**src/rtl/demux_s2p.sv**
```systemverilog
// Serial-to-parallel demultiplexer: gathers a sync-aligned, valid-qualified bit stream into WIDTH-bit words.
// Optional macro DEMUX_S2P_MSB_FIRST_EN places the first bit after sync in outData[WIDTH-1] instead of outData[0].
module demux_s2p #(
   parameter  int WIDTH = 8,
   localparam int SEL_W = $clog2(WIDTH)
) (
   input  logic             inClk,
   input  logic             inRstN,
   input  logic             inData,
   input  logic             inValid,
   input  logic             inSync,
   output logic [WIDTH-1:0] outData,
   output logic             outValid,
   output logic [SEL_W-1:0] outSel,
   output logic             outBusy,
   output logic             outErr
);

   localparam logic [0:0]       ST_IDLE  = 1'b0;
   localparam logic [0:0]       ST_FILL  = 1'b1;
   localparam logic [SEL_W-1:0] SEL_ZERO = '0;
   localparam logic [SEL_W-1:0] SEL_ONE  = SEL_W'(1);
   localparam logic [SEL_W-1:0] SEL_LAST = SEL_W'(WIDTH - 1);

   logic [0:0]       r_state;
   logic [SEL_W-1:0] r_sel;
   logic [WIDTH-1:0] r_word;
   logic [WIDTH-1:0] r_data;
   logic             r_valid;
   logic             r_err;

   logic [SEL_W-1:0] w_arr;
   logic [SEL_W-1:0] w_pos;
   logic [WIDTH-1:0] w_base;
   logic [WIDTH-1:0] w_word_next;
   logic             w_start;
   logic             w_accept;
   logic             w_last;

   // A sync always restarts arrival order at 0; a fresh word starts from a cleared register.
   assign w_start  = inValid && inSync;
   assign w_accept = inValid && !inSync && (r_state == ST_FILL);
   assign w_last   = w_accept && (r_sel == SEL_LAST);
   assign w_arr    = inSync ? SEL_ZERO : r_sel;
   assign w_base   = (inSync || (r_sel == SEL_ZERO)) ? '0 : r_word;

`ifdef DEMUX_S2P_MSB_FIRST_EN
   assign w_pos = SEL_LAST - w_arr;
`else
   assign w_pos = w_arr;
`endif

   assign w_word_next = w_base | (WIDTH'(inData) << w_pos);

   always_ff @(posedge inClk or negedge inRstN) begin
      if (!inRstN) begin
         r_state <= ST_IDLE;
         r_sel   <= SEL_ZERO;
         r_word  <= '0;
         r_data  <= '0;
         r_valid <= 1'b0;
         r_err   <= 1'b0;
      end else begin
         r_valid <= 1'b0;
         r_err   <= 1'b0;
         if (w_start) begin
            // Realignment with bits already collected throws the partial word away.
            r_err   <= (r_state == ST_FILL) && (r_sel != SEL_ZERO);
            r_state <= ST_FILL;
            r_sel   <= SEL_ONE;
            r_word  <= w_word_next;
         end else if (w_accept) begin
            r_word <= w_word_next;
            if (w_last) begin
               r_data  <= w_word_next;
               r_valid <= 1'b1;
               r_sel   <= SEL_ZERO;
            end else begin
               r_sel <= r_sel + SEL_ONE;
            end
         end
      end
   end

   assign outData  = r_data;
   assign outValid = r_valid;
   assign outSel   = r_sel;
   assign outBusy  = (r_state == ST_FILL);
   assign outErr   = r_err;

endmodule

```
**config.mk**
```make
export PLATFORM = sky130hd
export DESIGN_NAME = demux_s2p
export DESIGN_NICKNAME = d
export VERILOG_FILES = /design/src/rtl/demux_s2p.sv
export SDC_FILE = /design/constraint.sdc
export NUM_CORES = 1
export LEC_CHECK = 0
export CAP_MARGIN = 25
export CORE_MARGIN = 2
export CORE_UTILIZATION = 50
export DETAILED_ROUTE_END_ITERATION = 10
export GPL_TIMING_DRIVEN = 1
export PLACE_DENSITY = 0.87
export RECOVER_POWER = 50
export REMOVE_ABC_BUFFERS = 1
export SLEW_MARGIN = 0
export SYNTH_ARGS = -nofsm -noshare
export SYNTH_HDL_FRONTEND = slang
export SYNTH_SLANG_ARGS = --single-unit
export TNS_END_PERCENT = 50
```
**constraint.sdc**
```tcl
create_clock -name inClk -period 2.4 [get_ports inClk]
set_clock_uncertainty 0.2 [all_clocks]
set_input_delay 0.48 -clock inClk [delete_from_list [all_inputs] [get_ports inClk]]
set_output_delay 0.48 -clock inClk [all_outputs]
set_load 0.01 [all_outputs]
```
==> metrics.md <==
| Metric | Value |
|---|---|
| RePlAce Congestion | `0.869` |
| Clock buffer depth | `2` |
| Yosys warnings | `0` |
| Commonest cells post-synth | `22 x dfrtp_1, 10 x nor2_1, 6 x o2bb2ai_1` |
| Synthesized flop and latch total | `22` |
| Core ar. | `1980 um^2` |
| Fin. max-slew vios | `0` |
| Peak Freq | `471 MHz` |
| CTS tree | `yes` |
| Drt total wl | `2080 um` |
| Die ar. | `2490 um^2` |
| Final setup TNS | `0 ns` |
| Top-area cell type share of the netlist area | `52.3%` |
| Die W | `49.9 um` |
| Hold buffer count at cts | `0` |
| Status | `completed` |
| Library cells used by synthesis | `30` |
| Cell Chain, Critical Path | `clkdlybuf4s50_1` |
| Peak VDD IR | `0.626 mV` |
| Initial drt markers | `17` |
| Total stage count of the critical path | `1` |
| Leakage | `0.000537 uW` |
| Crit path max fanout | `10` |
| RSZ-0062 raised after global routing | `false` |
| Post-Syn Instances | `94` |
| Initial antenna violation count | `0` |
| Via count | `833` |
| Vias in the first global route | `798` |
| Global route overflow | `0` |
| Post-route DRC | `0` |
| Arrival time at the worst endpoint | `1.44 ns` |
| Largest net degree at the start of global routing | `23` |
| Crit path time final | `2.12 ns` |
| Total I/O pin count | `19` |
| Global routing's busiest layer | `met2` |
| Period utilization | `88.4%` |
| CP delay by family, top | `buffers and inverters` |
| Max-Cap Viols | `0` |
| Rel. slew slack | `25.0%` |
| Worst setup SP type | `flop` |
| Via density | `5.91` |
| Top cells by area, synth | `dfrtp_1 52%, o2bb2ai_1 5.0%, a32oi_1 4.2%, a32o_1 3.8%, ha_1 3.6%` |
| Num rows | `16` |
| Worst hold path cell count | `1` |
| PD cells | `804 nW/um^2` |
| Die Ht | `49.9 um` |
| CTS Buf Count | `3` |
| Worst hold path class | `reg2reg` |
| Port Buffers | `18` |
| Final hold vios | `0` |
| Postcts setup bufs | `0` |
| Mapped cell area | `1050 um^2` |
| Post-layout net count | `123` |
| HPWL after DPL | `1490 um` |
| Clock slew at reported path FFs | `0.12 ns` |
| Clk sink count | `22` |
| Routed WL per cell | `14.8 um` |
| Seq/Total Area, Yosys | `52.3%` |
| Most numerous cell in the Yosys netlist | `dfrtp_1` |
| M3 GR Usage | `4.85%` |
| GRT met2 Usage | `30.9%` |
| GR Util All Layers | `19.6%` |
| WP buf/inv | `1` |
| Critical Path RT | `1.72 ns` |
| Primary FF master, synth | `dfrtp_1` |
| Post-DRT Antenna Nets | `0` |
| Crit-path slowest cell | `clkdlybuf4s50_1` |
| Worst-Skew Late Latency | `0.31 ns` |
| Root Buffer | `clkbuf_4` |
| Syn Area/Cell | `11.2 um^2` |
| Initial core utilization | `53.1%` |
| CP Capture Type | `output pin` |
| Worst-margin pin slew | `1.13 ns` |
| Layout cell share with drive strength beyond 1 | `8.77%` |
| Pre-CTS setup slack | `0.172 ns` |
| N_diodes | `0` |
| Asr flop ratio synth | `100%` |
| Layout area overhead | `22.2%` |
| CP peak stage delay | `0.60 ns` |
| Critical path type | `reg2out` |
| GRT met1 Usage | `25.9%` |
| Final setup fails | `0` |
| First-pass GRT wire length | `3720 um` |
| Cell depth of the worst flop-to-flop path | `6` |
| PostCTS Resize Cnt | `0` |
| H-Tree Depth | `1` |
| Drt first pass iters | `4` |
| Setup slack after layout | `0.278 ns` |
| Largest area contributor in the netlist | `dfrtp_1` |
| EDFF count, synth | `0` |
## flip-flops by register name (all words and copies together), names as in the netlist
register  count
outBusy       1
outData       8
outErr        1
outSel        3
outValid      1
r_word        8
## cells in the final DEF, fill, tap and decap left out
master	count
clkbuf_4	3
and2_0	1
inv_1	4
and3_1	1
nor2b_1	1
a31oi_1	3
o211ai_1	1
nand3_1	4
o21ai_0	5
clkinv_1	1
and4b_1	2
a32o_1	4
nand2b_1	2
and2_1	1
nor2b_2	1
dlygate4sd3_1	4
a32oi_1	5
or2_2	1
buf_4	1
o2bb2ai_1	6
and4bb_2	2
bufinv_16	1
dfrtp_1	22
ha_1	3
nand4_1	1
clkbuf_1	1
clkdlybuf4s50_1	14
a21oi_1	5
nor3b_1	1
a31oi_2	1
nor2_1	10
nand2_1	2
## layer usage
metal / vias up / share of wire [%]
met1: 407 / 48
met2: 24 / 48
met5: - / 0
li1: 398 / -
met4: 0 / 0.91
met3: 4 / 3.5
## power breakdown
group	internal, uW	switching (uW)	total, uW	leakage (uW)
logic	147	129	276	0.000217
clock network	169	114	283	0.0000279
registers	430	45.8	476	0.000292
total	746	289	1030	0.000537
## cells by family after synthesis
group	share of synthesized area [%]
DFF	52.3
adders and majority gates	3.57
buffers and inverters	5.94
AOI/OAI and AO/OA	21.4
and+or+nand+nor	16.8
## path summary, 6_finish.rpt
check,startpoint,to,slack (ns)
worst max-delay path,outSel[2],outSel[2],0.28
worst min-delay path,r_word[5],r_word[5],0.31
worst max register to register,outSel[0],outData[1],0.57
worst min register to register,r_word[5],r_word[5],0.31
max in group asynchronous,inRstN,outData[3],0.64
min in group asynchronous,inRstN,r_word[0],0.69
## final cells by class
cell class | count | area [um^2]
well taps | 27 | 33.8
inverters | 5 | 18.8
fillers | 148 | 696
clock inverters | 1 | 30.0
multi-input cells | 63 | 439
flip-flops and latches | 22 | 551
clock buffers | 3 | 22.5
repair buffers | 20 | 191
## metrics by stage
step / hold slack (ns) / std cells / area [um^2] / utilization, % / power [uW]
finish: 0.305 / 141 / 1290 / 64.9 / 1030
global placement: 0.276 / 137 / 1240 / 62.4 / 754
CTS: 0.306 / 141 / 1290 / 65.1 / 1040
floorplan: -0.0156 / 90 / 1010 / - / 610
detailed placement: 0.275 / 137 / 1240 / 62.4 / 763
global route: 0.326 / 141 / 1290 / 64.9 / 1100
(Power assumes the default switching activity.)
